[config.mk]
export PLATFORM = sky130hd
export DESIGN_NAME = sqrt_datapath
export DESIGN_NICKNAME = d
export VERILOG_FILES = /design/src/rtl/sqrt_datapath.sv
export SDC_FILE = /design/constraint.sdc
export NUM_CORES = 1
export LEC_CHECK = 0
export CORE_MARGIN = 3
export CORE_UTILIZATION = 35
export DETAILED_ROUTE_END_ITERATION = 7
export GPL_TIMING_DRIVEN = 1
export PLACE_DENSITY_LB_ADDON = 0.12
export SLEW_MARGIN = 0
export SYNTH_ARGS = -nofsm -noshare
export SYNTH_HDL_FRONTEND = slang
export SYNTH_SLANG_ARGS = --single-unit
[constraint.sdc]
create_clock -name clock -period 2 [get_ports clock]
set_input_delay 0.5 -clock clock [delete_from_list [all_inputs] [get_ports clock]]
set_output_delay 0.5 -clock clock [all_outputs]
set_load 0.02 [all_outputs]
[src/rtl/sqrt_datapath.sv]
// Square-root accelerator datapath: odd-number accumulation driven by
// a 9-bit control word from the controller FSM.
module sqrt_datapath #(
    parameter int W = 8
) (
    input  logic           clock,
    input  logic           reset,
    input  logic [8:0]     ctrl,
    input  logic [W-1:0]   din,
    output logic           flag,
    output logic [W/2-1:0] result,
    output logic           done
);

    localparam int H = W / 2;

    logic           x_ld;
    logic           s_ld;
    logic           s_sel;
    logic           d_ld;
    logic           d_sel;
    logic           f_ld;
    logic           r_ld;
    logic           dn_set;
    logic           clr;

    logic [W-1:0]   x;
    logic [W:0]     s;
    logic [H+1:0]   d;
    logic [H-1:0]   r;
    logic           f;
    logic           dn;

    logic [W:0]     d_ext;
    logic [H-1:0]   r_next;

    assign x_ld   = ctrl[8];
    assign s_ld   = ctrl[7];
    assign s_sel  = ctrl[6];
    assign d_ld   = ctrl[5];
    assign d_sel  = ctrl[4];
    assign f_ld   = ctrl[3];
    assign r_ld   = ctrl[2];
    assign dn_set = ctrl[1];
    assign clr    = ctrl[0];

    assign d_ext  = {{(H - 1){1'b0}}, d};
    // (D>>1)-1 truncated to H bits only needs D[H:1]
    assign r_next = d[H:1] - {{(H - 1){1'b0}}, 1'b1};

    always_ff @(posedge clock) begin
        if (!reset) begin
            x  <= '0;
            s  <= '0;
            d  <= {{(H + 1){1'b0}}, 1'b1};
            f  <= 1'b0;
            r  <= '0;
            dn <= 1'b0;
        end else begin
            if (x_ld)
                x <= din;
            if (clr) begin
                s  <= '0;
                d  <= {{(H + 1){1'b0}}, 1'b1};
                f  <= 1'b0;
                r  <= '0;
                dn <= 1'b0;
            end else begin
                if (s_ld)
                    s <= s_sel ? s + d_ext : '0;
                if (d_ld)
                    d <= d_sel ? d + {{H{1'b0}}, 2'd2}
                               : {{(H + 1){1'b0}}, 1'b1};
                if (f_ld)
                    f <= s > {1'b0, x};
                if (r_ld)
                    r <= r_next;
                dn <= dn_set;
            end
        end
    end

    assign flag   = f;
    assign result = r;
    assign done   = dn;

endmodule
# Word level (Yosys, flattened, before mapping)
# Index checks and enable logic that the tools add are counted.
[totals]
register_bits = 29
output_inout_bits = 6
elab_cells = 14
[op_classes]
add_sub_neg = 3
n_lt_le_gt_ge = 1
muxes = 2
bitwise = 1
reduce_logical = 1
[ops]
columns = ["op", "n"]
rows = [
  ["$add 9x6->9", 1],
  ["$gt 9x8->1", 1],
  ["$mux 9", 1],
  ["$add 6x2->6 const B", 1],
  ["$mux 6", 1],
  ["$sub 4x1->4 const B", 1],
  ["$reduce_or 2->1", 1],
  ["$not 1->1", 1],
]

# Longest topological paths before layout
# Gate-level depths: netlist (run 1).
[depth]
depth_word = 2
depth_mapped = 6

# Worst setup path before layout (run 1)
# No wires, ideal clock.
[synth_timing]
path_kind = "flip-flop to flip-flop"
start = "register s[0]"
end = "register s[6]"
setup_ps = 126
t_arrival_ps = 1527
t_required_ps = 1874
slack_ps = 347
stages_incl_launch_ff = 7
n_path_buf = 0
period_less_slack_ps = 1653
path_cell_list = "dfxtp_1 > ha_1 > fa_1 > a211o_1 > a21boi_2 > or3_1 > a21oi_1"
[synth_between]
elab_chain_cells = 2
[synth_lines]
columns = ["item", "line", "source"]
rows = [
  ["start: declaration", "28", "logic [W:0] s;"],
  ["start signal: assignment", "70", "s <= s_sel ? s + d_ext : '0;"],
  ["$add 9x6->9", "70", ""],
  ["$mux 9", "70", ""],
]
# Every way passes these cells.
# A chain may end at the register's enable or synchronous reset.

# Worst setup path after layout (run 1)
[layout_timing]
start = "register d[1]"
end = "register s[7]"
[layout_between]
elab_chain_cells = 2
[layout_lines]
columns = ["item", "line", "source"]
rows = [
  ["start: declaration", "29", "logic [H+1:0] d;"],
  ["start signal: assignment", "55", "d <= {{(H + 1){1'b0}}, 1'b1};"],
  ["start signal: assignment", "64", "d <= {{(H + 1){1'b0}}, 1'b1};"],
  ["start signal: assignment", "72", "d <= d_sel ? d + {{H{1'b0}}, 2'd2}"],
  ["$add 9x6->9", "70", ""],
  ["$mux 9", "70", ""],
]
# Every way passes these cells.

==> out/qor.log, run 1 <==
[status] status finished, final reports clean
[power] total power divided by cell area 638 nW/µm²
[place] number of input and output port buffers inserted 24
[grt] GRT Total Usage 14.3%
[clock_tree] depth of the CTS H-tree 2
[finish] diode insertion count for antenna repair 0
[sta] Final Setup Violations 0
[route] Routed Antenna Nets 0
[critical_path] reg-to-reg endpoint s[7]
[clock_tree] buffer count from post-CTS setup fixing 0
[clock_tree] CTS clk-pin slew, worst paths 70 ps
[floorplanning] Die W 73.0 µm
[route] vias 1277
[route] Detailed Routing Iterations Pass 1 4
[critical_path] Critical Path AT 2010 ps
[yosys] mapped cell area 1570 µm²
[grt] GR Overflow Total 0
[sta] timing-limited maximum frequency 0.558 GHz
[clock_tree] buffer depth of the longest clock path 2
[floorplanning] core outline area 4170 µm²
[sta] Setup Skew 7.51 ps
[critical_path] top fanout value on the critical path 8
[sta] measured slew at the worst slew-check pin 449 ps
[critical_path] Worst setup EP type register
[critical_path] Startpoint Class register
[clock_tree] cell chosen for the clock root sky130_fd_sc_hd__clkbuf_8
[critical_path] cells along the critical path ha_1 -> a21oi_1 -> o2111ai_1 -> a211o_1 -> o21ai_1
[finish] commonest cells after routing, fill and taps aside 29 x sky130_fd_sc_hd__dfxtp_1, 24 x sky130_fd_sc_hd__clkdlybuf4s50_1, 16 x sky130_fd_sc_hd__inv_1, 16 x sky130_fd_sc_hd__ha_1, 13 x sky130_fd_sc_hd__nor2_1
[yosys] share of synthesized area occupied by flip-flops and latches 37.0%
[yosys] number of distinct standard cells referenced by the synthesized netlist 39
[sta] hold violation count in the final report 0
[hold_path] class of the most critical hold timing path reg -> reg
[power] Pleak 0.812 nW
[yosys] most frequently used flop master after synthesis sky130_fd_sc_hd__dfxtp_1
[sta] max-slew violation count 0
[clock_tree] post-CTS sizing 0
[route] Detailed Route WL 3380 µm
[place] detailed placer's ending HPWL 2730 µm
[critical_path] data required time at the worst endpoint 2220 ps
[clock_tree] count of hold buffers inserted by post-cts repair 0
[clock_tree] number of buffers created by CTS 5
[finish] nets 239
[critical_path] reg2reg setup slack 210 ps
[grt] wire length of the first global-routing pass 5780 µm
[finish] most common library cell in the layout ignoring fill and taps sky130_fd_sc_hd__dfxtp_1
[floorplanning] number of placement rows 23
[place] setup slack at placement 94.4 ps
[place] routability cong. 0.797
[floorplanning] die area 5330 µm²
[hold_path] end point of the worst hold path d[0]
[power] Max VDD drop 0.256 mV
[route] detailed-route wire length per cell 13.4 µm
[flow_run] max-cap check violation count 0
[critical_path] maximum single-stage delay on the critical path 520 ps
[route] DR iter-0 viols 34
[yosys] total of warnings raised by yosys 0
[sta] worst-case headroom to the max-slew limit 70.0%
[hold_path] Hold Path Stages 1
[power] Total Power Consumption 0.00124 W
[grt] pin count of the biggest net entering global routing 10
[grt] via count of the first global-routing pass 1329
[critical_path] Critical Setup Path Class reg -> reg
[critical_path] worst flop-to-flop path startpoint d[1]
[finish] layout cell share with drive strength beyond 1 6.40%
[critical_path] cell type of the slowest stage on the worst timing path sky130_fd_sc_hd__dfxtp_1
[grt] number of antenna violations at the first check in global routing 0
[critical_path] start point of the critical path d[1]
[yosys] synthesized flop and latch total 29
[floorplanning] number of ports placed on the die boundary 25
[clock_tree] CTS sink cnt 29
[clock_tree] clock tree from TritonCTS done
[route] Vias/cell 5.05
[yosys] average instance area after synthesis 8.97 µm²
[finish] area growth from synthesis to layout 24.2%
[clock_tree] clock latency reported for the late side of the worst-skew pair 280 ps
[yosys] async set-reset flop share out of synthesis 0%
[critical_path] depth of the worst register-to-register path 5
[finish] Final Util 46.7%
[sta] minimum setup slack in the final design 208 ps
[sta] final cycle utilization of the critical path 89.6%
[floorplanning] overall die height 73.0 µm
[floorplanning] initial core utilization 37.6%
[route] DRC violation count after routing 0
[hold_path] worst hold path startpoint d[0]
[yosys] number of enable flip-flop cells after synthesis 0
[yosys] nets in the synthesized netlist 211
[yosys] number of instances in the synthesized netlist 175
[sta] worst hold slack 462 ps
[sta] Min Clock Period, post-route 1790 ps
[sta] RSZ-0062 raised after global routing false
[sta] setup tns final 0 ps
cell usage after synthesis (3+ instances only):
library cell / count / area [µm²]
sky130_fd_sc_hd__nand3_1: 7 / 35.0
sky130_fd_sc_hd__nand4_1: 3 / 18.8
sky130_fd_sc_hd__inv_1: 16 / 60.1
sky130_fd_sc_hd__xor2_1: 4 / 35.0
sky130_fd_sc_hd__nor2b_1: 8 / 50.1
sky130_fd_sc_hd__mux2i_1: 9 / 90.1
sky130_fd_sc_hd__nor2_1: 13 / 48.8
sky130_fd_sc_hd__xnor2_1: 5 / 43.8
sky130_fd_sc_hd__o21ai_0: 7 / 35.0
sky130_fd_sc_hd__a211oi_1: 6 / 45.0
sky130_fd_sc_hd__nand2_1: 12 / 45.0
sky130_fd_sc_hd__dfxtp_1: 29 / 581
sky130_fd_sc_hd__a21oi_1: 6 / 30.0
sky130_fd_sc_hd__ha_1: 16 / 200
layer usage:
metal / share of wire (%) / up-vias / global-route usage [%] / wire length (µm)
li1: - / 665 / - / -
met1: 44 / 583 / 15.1 / 1470
met2: 49 / 20 / 25.3 / 1670
met3: 4.6 / 9 / 3.86 / 156
met4: 2.6 / 0 / 7.99 / 89
met5: 0 / - / 0 / 0
critical path: cells and delay by family, from the launching register on:
family | cells | cell delay [ps]
AO/OA/AOI/OAI | 4 | 910
flip-flops | 1 | 520
adder cells (fa/ha/maj) | 1 | 300
state kept, by name, summed over array words and instances (netlist names):
register / cells
d: 6
done: 1
flag: 1
result: 4
s: 9
x: 8
cell families (layout without fill, tap and decap cells):
kind of cell | count (synthesis) | after routing | synth area share [%]
flip-flops | 29 | 29 | 37.0
multiplexers | 9 | 9 | 5.74
AND/OR/NAND/NOR | 57 | 57 | 18.5
XOR/XNOR | 9 | 9 | 5.02
AO/OA/AOI/OAI | 33 | 33 | 14.4
adder cells (fa/ha/maj) | 17 | 17 | 14.0
buffers and inverters | 21 | 49 | 5.34
worst max-delay path by stage:
stage,end,slack [ps]
floorplan,s[6],350
global placement,d[0],120
detailed placement,s[7],90
CTS,s[8],190
global route,s[7],90
finish,s[7],210
power breakdown:
| part | switching, W | internal [W] |
|---|---|---|
| Combinational | 0.0000641 | 0.0000802 |
| Sequential | 0.0000117 | 0.000595 |
| Clock | 0.000220 | 0.000272 |
area by class of cell:
class | instances | area (µm²)
fillers | 416 | 2220
multi-input cells | 125 | 906
flip-flops and latches | 29 | 581
repair buffers | 26 | 255
clock buffers | 7 | 86.3
well taps | 50 | 62.6
inverters | 16 | 60.1
stage by stage:
stage	instances	instance area, µm²
2_1_floorplan	175	1570
3_3_place_gp	246	1860
3_5_place_dp	246	1860
4_1_cts	253	1950
5_1_grt	253	1950
6_report	253	1950
No activity file was read; power rests on OpenSTA's default activity.
==> inputs of run 2 (changes only) <==
--- a/config.mk
+++ b/config.mk
@@ -5,10 +5,12 @@
 export SDC_FILE = /design/constraint.sdc
 export NUM_CORES = 1
 export LEC_CHECK = 0
+export CORE_ASPECT_RATIO = 1.5
 export CORE_MARGIN = 3
-export CORE_UTILIZATION = 35
+export CORE_UTILIZATION = 53
 export DETAILED_ROUTE_END_ITERATION = 7
 export GPL_TIMING_DRIVEN = 1
+export HOLD_SLACK_MARGIN = 0.08
 export PLACE_DENSITY_LB_ADDON = 0.12
 export SLEW_MARGIN = 0
 export SYNTH_ARGS = -nofsm -noshare
==> run 2 against run 1 <==
  * Non-clock buffer count is 2 higher
  * Hold slack better by 13 ps
  * Power is 3.3% higher
  * Sequential power hardly changed
  * Core utilization is 24 points higher
  * Worst setup slack better by 9.1 ps
  * Count of clock-buffer cells in the layout stayed put
  * Final cell count is 4.0% lower
  * Combinational power is 6% higher
  * Cell area is 0.71% higher
  * Critical path depth is 1 higher
  * First-iteration DRC count is 44% lower
==> out/qor.log, run 2 (same netlist as run 1, synthesis figures left out) <==
[status] status finished, final reports clean
[finish] commonest cells after routing, fill and taps aside 29 x sky130_fd_sc_hd__dfxtp_1, 24 x sky130_fd_sc_hd__clkdlybuf4s50_1, 16 x sky130_fd_sc_hd__inv_1, 16 x sky130_fd_sc_hd__ha_1, 13 x sky130_fd_sc_hd__nor2_1
[floorplanning] initial core utilization 56.8% [+19 points]
[hold_path] Hold Path Stages 1 [unchanged]
[floorplanning] number of ports placed on the die boundary 25 [unchanged]
[critical_path] critical path depth 6 [+1]
[power] Power Internal 0.000988 W [+4.3%]
[sta] final cycle utilization of the critical path 89.2% [-0.46 points]
[critical_path] maximum single-stage delay on the critical path 430 ps [-90 ps]
[sta] setup tns final 0 ps [unchanged]
[flow_run] max-cap check violation count 0 [unchanged]
[critical_path] Critical Path AT 1940 ps [-70 ps]
[critical_path] cells along the critical path ha_1 -> fa_1 -> a211o_1 -> a21boi_2 -> or3_1 -> a21oi_1
[clock_tree] buffer count from post-CTS setup fixing 0 [unchanged]
[power] total power divided by cell area 654 nW/µm² [+2.6%]
[critical_path] cell type of the slowest stage on the worst timing path sky130_fd_sc_hd__fa_1
[finish] top register by number of flip-flops s
[clock_tree] CTS sink cnt 29 [unchanged]
[route] DRC violation count after routing 0 [unchanged]
[place] routability cong. 0.780 [-2.0%]
[sta] measured slew at the worst slew-check pin 457 ps [+8.10 ps]
[power] switching fraction of total power 23.1% [-0.72 points]
[clock_tree] number of buffers created by CTS 5 [unchanged]
[clock_tree] CTS clk-pin slew, worst paths 60 ps [about the same]
[grt] wire length of the first global-routing pass 5870 µm [+1.5%]
[place] detailed placer's ending HPWL 2690 µm [-1.3%]
[sta] hold violation count in the final report 0 [unchanged]
[floorplanning] number of placement rows 23 [unchanged]
[finish] layout cell share with drive strength beyond 1 8.25% [+1.8 points]
[route] vias 1330 [+4.2%]
[critical_path] Worst setup EP type register
[power] combinational cell fraction of total power 11.8% [+0.2 points]
[finish] Final Util 71.1% [+24 points]
[clock_tree] count of hold buffers inserted by post-cts repair 0 [unchanged]
[power] power share of the sequential group 47.0% [-1.8 points]
[place] number of input and output port buffers inserted 24 [unchanged]
[sta] RSZ-0062 raised after global routing false
[sta] worst-case headroom to the max-slew limit 69.5% [-0.54 points]
[critical_path] depth of the worst register-to-register path 6 [+1]
[floorplanning] overall die height 72.7 µm [-0.43%]
[clock_tree] clock latency reported for the late side of the worst-skew pair 280 ps [about the same]
[critical_path] Critical Setup Path Class reg -> reg
[critical_path] data required time at the worst endpoint 2160 ps [-60 ps]
[clock_tree] buffer depth of the longest clock path 2 [unchanged]
[finish] most common library cell in the layout ignoring fill and taps sky130_fd_sc_hd__dfxtp_1
[clock_tree] depth of the CTS H-tree 2 [unchanged]
[sta] Min Clock Period, post-route 1780 ps [-9.14 ps]
[clock_tree] post-CTS sizing 0 [unchanged]
[power] Clock Power Share 41.2% [+1.6 points]
[clock_tree] clock tree from TritonCTS done
[finish] diode insertion count for antenna repair 0 [unchanged]
[floorplanning] Die W 50.4 µm [-31%]
[finish] leading registers by flop count s: 9 flops, x: 8 flops, d: 6 flops
[grt] GR Overflow Total 0 [unchanged]
[power] Pleak 0.831 nW [+2.4%]
[route] Detailed Route WL 3360 µm [-0.68%]
[route] DR iter-0 viols 19 [-44%]
[critical_path] category of cells accounting for the largest share of critical-path delay adder cells
[finish] number of flip-flops under the largest register name 9 [unchanged]
[sta] Setup Skew 3.24 ps [-4.27 ps]
[grt] pin count of the biggest net entering global routing 10 [unchanged]
[critical_path] reg2reg setup slack 220 ps [about the same]
[finish] area growth from synthesis to layout 25.1%
[critical_path] top fanout value on the critical path 4 [-4]
[sta] Final Setup Violations 0 [unchanged]
[floorplanning] core outline area 2760 µm² [-34%]
[finish] nets 241 [+0.84%]
[sta] max-slew violation count 0 [unchanged]
[power] Max VDD drop 0.585 mV [+130%]
[finish] filler instances 229 [-45%]
[route] Detailed Routing Iterations Pass 1 4 [unchanged]
[critical_path] number of buffers and inverters on the critical path 0 [unchanged]
[route] detailed-route wire length per cell 13.8 µm [+3.4%]
[power] power dissipated by switching net loads 0.000297 W [+0.20%]
[critical_path] Startpoint Class register
[grt] number of antenna violations at the first check in global routing 0 [unchanged]
[grt] via count of the first global-routing pass 1394 [+4.9%]
[hold_path] class of the most critical hold timing path reg -> reg
[route] Vias/cell 5.47 [+8.4%]
[sta] timing-limited maximum frequency 0.561 GHz [+0.51%]
[floorplanning] die area 3670 µm² [-31%]
[grt] GRT Total Usage 21.0% [+6.7 points]
[route] Routed Antenna Nets 0 [unchanged]
[clock_tree] cell chosen for the clock root sky130_fd_sc_hd__clkbuf_8
==> run 2: cell types whose count changed in the layout (fill, tap and decap cells not counted) <==
cell                       before  now
sky130_fd_sc_hd__clkbuf_8       6    7
sky130_fd_sc_hd__clkbuf_1       1    0
sky130_fd_sc_hd__clkinv_2       0    1
sky130_fd_sc_hd__buf_4          2    4
==> run 2: worst reg2reg max path: stages, from the launching register on <==
cell	delay, ps
sky130_fd_sc_hd__dfxtp_1	330
sky130_fd_sc_hd__ha_1	230
sky130_fd_sc_hd__fa_1	430
sky130_fd_sc_hd__a211o_1	320
sky130_fd_sc_hd__a21boi_2	170
sky130_fd_sc_hd__or3_1	130
sky130_fd_sc_hd__a21oi_1	60
==> run 2: cell type report <==
class | count | area, µm² | share of cell area, %
well taps | 37 | 46.3 | 2.36
flip-flops and latches | 29 | 581 | 29.6
multi-input cells | 125 | 906 | 46.1
clock inverters | 1 | 5.00 | 0.255
repair buffers | 28 | 270 | 13.8
inverters | 16 | 60.1 | 3.06
clock buffers | 7 | 96.3 | 4.90
==> run 2: path summary, 6_finish.rpt <==
path / from / endpoint
min: d[0] / d[0]
max: s[0] / s[8]
min reg2reg: d[0] / d[0]
max reg2reg: s[0] / s[8]
==> run 2: through the flow <==
| stage | instances | setup slack (ps) | power [W] | hold slack (ps) | cell area, µm² |
|---|---|---|---|---|---|
| floorplan | 175 | 347 | 0.000699 | 421 | 1570 |
| global placement | 235 | 255 | 0.000764 | 436 | 1860 |
| detailed placement | 235 | 214 | 0.000769 | 465 | 1860 |
| CTS | 243 | 221 | 0.00130 | 479 | 1960 |
| global route | 243 | 77.1 | 0.00135 | 500 | 1960 |
| finish | 243 | 217 | 0.00129 | 475 | 1960 |
==> run 2: power by group through the flow <==
stage	logic, W	registers (W)	clock network [W]
final	0.000152	0.000605	0.000529
after global routing	0.000168	0.000607	0.000570
after CTS	0.000154	0.000605	0.000537
after detailed placement	0.000152	0.000617	0
after global placement	0.000148	0.000616	0
after floorplan	0.0000759	0.000623	0
==> run 2: metal layers <==
metal / vias to the layer above / share of wire [%] / GRT usage, %
met3: 10 / 5.8 / 7.36
met1: 618 / 36 / 18.8
met4: 0 / 2.4 / 8.68
li1: 670 / - / -
met5: - / 0 / 0
met2: 32 / 56 / 41.1
==> inputs of run 3 (changes only) <==
--- a/config.mk
+++ b/config.mk
@@ -6,7 +6,6 @@
 export NUM_CORES = 1
 export LEC_CHECK = 0
 export CORE_ASPECT_RATIO = 1.5
-export CORE_MARGIN = 3
 export CORE_UTILIZATION = 53
 export DETAILED_ROUTE_END_ITERATION = 7
 export GPL_TIMING_DRIVEN = 1
==> run 3 against run 2 <==
  * Hold slack got worse by 18 ps
  * Sequential cell count did not move
  * Global-route usage rose by 5.5 points
  * Worst setup slack got worse by 21 ps
  * Combinational power barely moved
  * Critical path depth did not move
  * Largest cell class unchanged
  * Fmax fell by 1.2%
  * Cell area fell by 0.38%
==> out/qor.log, run 3 (same netlist as run 1, synthesis figures left out) <==
[power] power share of the sequential group 47.4% [+0.4 points]
[route] vias 1346 [+1.2%]
[clock_tree] buffer count from post-CTS setup fixing 0 [unchanged]
[critical_path] data required time at the worst endpoint 2160 ps [about the same]
[floorplanning] Die W 46.4 µm [-7.9%]
[grt] GRT Total Usage 26.5% [+5.5 points]
[power] Pleak 0.826 nW [-0.64%]
[clock_tree] count of hold buffers inserted by post-cts repair 0 [unchanged]
[clock_tree] buffer depth of the longest clock path 2 [unchanged]
[finish] most common library cell in the layout ignoring fill and taps sky130_fd_sc_hd__dfxtp_1
[route] Detailed Route WL 3470 µm [+3.3%]
[clock_tree] number of buffers created by CTS 5 [unchanged]
[critical_path] Critical Path AT 1970 ps [+30 ps]
[route] Vias/cell 5.56 [+1.6%]
[floorplanning] number of ports placed on the die boundary 25 [unchanged]
[route] DRC violation count after routing 0 [unchanged]
[clock_tree] cell chosen for the clock root sky130_fd_sc_hd__clkbuf_8
[finish] leading registers by flop count s: 9 flops, x: 8 flops, d: 6 flops
[power] combinational cell fraction of total power 11.7% [about the same]
[power] switching fraction of total power 22.9% [-0.18 points]
[hold_path] class of the most critical hold timing path reg -> reg
[finish] diode insertion count for antenna repair 0 [unchanged]
[power] total power divided by cell area 654 nW/µm² [about the same]
[sta] Setup Skew 4.61 ps [+1.37 ps]
[finish] Final Util 71.6% [+0.47 points]
[grt] via count of the first global-routing pass 1421 [+1.9%]
[grt] pin count of the biggest net entering global routing 10 [unchanged]
[power] Total Power Consumption 0.00128 W [-0.35%]
[sta] timing-limited maximum frequency 0.554 GHz [-1.2%]
[sta] Final Setup Violations 0 [unchanged]
[critical_path] Startpoint Class register
[finish] nets 240 [-0.41%]
[critical_path] reg2reg setup slack 200 ps [-20 ps]
[critical_path] maximum single-stage delay on the critical path 440 ps [about the same]
[finish] area growth from synthesis to layout 24.6%
[clock_tree] CTS clk-pin slew, worst paths 60 ps [about the same]
[finish] number of flip-flops under the largest register name 9 [unchanged]
[grt] wire length of the first global-routing pass 5930 µm [+1.1%]
[sta] worst-case headroom to the max-slew limit 69.7% [+0.21 points]
[sta] RSZ-0062 raised after global routing false
[grt] number of antenna violations at the first check in global routing 0 [unchanged]
[place] routability cong. 0.823 [+5.4%]
[route] detailed-route wire length per cell 14.3 µm [+3.8%]
[critical_path] top fanout value on the critical path 4 [unchanged]
[floorplanning] initial core utilization 57.4% [+0.60 points]
[clock_tree] post-CTS sizing 0 [unchanged]
[clock_tree] clock tree from TritonCTS done
[critical_path] number of buffers and inverters on the critical path 0 [unchanged]
[critical_path] cells along the critical path ha_1 -> fa_1 -> a211o_1 -> a21boi_2 -> or3_1 -> a21oi_1
[critical_path] Worst setup EP type register
[floorplanning] overall die height 68.7 µm [-5.5%]
[sta] max-slew violation count 0 [unchanged]
[finish] layout cell share with drive strength beyond 1 7.80% [-0.45 points]
[route] Routed Antenna Nets 0 [unchanged]
[power] Power Internal 0.000987 W [-0.13%]
[flow_run] max-cap check violation count 0 [unchanged]
[clock_tree] clock latency reported for the late side of the worst-skew pair 280 ps [about the same]
[finish] commonest cells after routing, fill and taps aside 29 x sky130_fd_sc_hd__dfxtp_1, 24 x sky130_fd_sc_hd__clkdlybuf4s50_1, 16 x sky130_fd_sc_hd__inv_1, 16 x sky130_fd_sc_hd__ha_1, 13 x sky130_fd_sc_hd__nor2_1
[status] status finished, final reports clean
[place] number of input and output port buffers inserted 24 [unchanged]
[power] Clock Power Share 40.9% [-0.3 points]
[sta] hold violation count in the final report 0 [unchanged]
[floorplanning] die area 3190 µm² [-13%]
[grt] GR Overflow Total 0 [unchanged]
[finish] finished layout cell area 1960 µm² [-0.38%]
[place] Post-DP Area 1860 µm² [-0.40%]
[sta] measured slew at the worst slew-check pin 454 ps [-3.15 ps]
[finish] top register by number of flip-flops s
[critical_path] cell type of the slowest stage on the worst timing path sky130_fd_sc_hd__fa_1
[floorplanning] core outline area 2730 µm² [-1.0%]
[power] Max VDD drop 0.649 mV [+11%]
[route] DR iter-0 viols 28 [+9]
[critical_path] Critical Setup Path Class reg -> reg
[place] detailed placer's ending HPWL 2760 µm [+2.4%]
[sta] Min Clock Period, post-route 1800 ps [+21.2 ps]
[critical_path] category of cells accounting for the largest share of critical-path delay adder cells
[sta] final cycle utilization of the critical path 90.2% [+1.1 points]
[clock_tree] depth of the CTS H-tree 2 [unchanged]
[floorplanning] number of placement rows 23 [unchanged]
[power] power dissipated by switching net loads 0.000294 W [-1.1%]
[sta] setup tns final 0 ps [unchanged]
[clock_tree] CTS sink cnt 29 [unchanged]
[route] Detailed Routing Iterations Pass 1 4 [unchanged]
==> run 3: cell count changes in the layout (fill, tap and decap cells not counted) <==
cell	before	now
sky130_fd_sc_hd__buf_4	4	3
==> run 3: final cells by class <==
class | count | area [µm²]
flip-flops and latches | 29 | 581
multi-input cells | 125 | 906
fillers | 219 | 777
repair buffers | 27 | 263
inverters | 16 | 60.1
well taps | 37 | 46.3
clock buffers | 7 | 96.3
clock inverters | 1 | 5.00
==> run 3: power groups by stage <==
| stage | Clock, W | Combinational [W] | Sequential (W) |
|---|---|---|---|
| after floorplan | 0 | 0.0000759 | 0.000623 |
| after global placement | 0 | 0.000142 | 0.000619 |
| after detailed placement | 0 | 0.000149 | 0.000620 |
| after CTS | 0.000538 | 0.000151 | 0.000607 |
| after global routing | 0.000561 | 0.000167 | 0.000609 |
| final | 0.000523 | 0.000150 | 0.000607 |
==> run 3: worst paths after layout <==
check,start,endpoint,depth (start not counted)
worst max-delay path,s[0],s[8],6
worst min-delay path,d[0],d[0],1
worst max register to register,s[0],s[8],6
worst min register to register,d[0],d[0],1
==> run 3: stage by stage <==
| step | instances | hold slack [ps] | setup slack, ps |
|---|---|---|---|
| floorplan | 175 | 421 | 347 |
| global placement | 234 | 436 | 257 |
| detailed placement | 234 | 445 | 199 |
| global route | 242 | 490 | 55.5 |
| CTS | 242 | 460 | 201 |
| finish | 242 | 457 | 195 |
==> run 3: routing by layer <==
| metal | GRT usage (%) | share of wire [%] | vias to the layer above | wire [µm] |
|---|---|---|---|---|
| met3 | 7.03 | 3.7 | 9 | 129 |
| met4 | 14.3 | 2.5 | 0 | 88 |
| met5 | 0 | 0 | - | 0 |
| met2 | 50.5 | 58 | 33 | 2010 |
| li1 | - | - | 662 | - |
| met1 | 23.7 | 36 | 642 | 1250 |
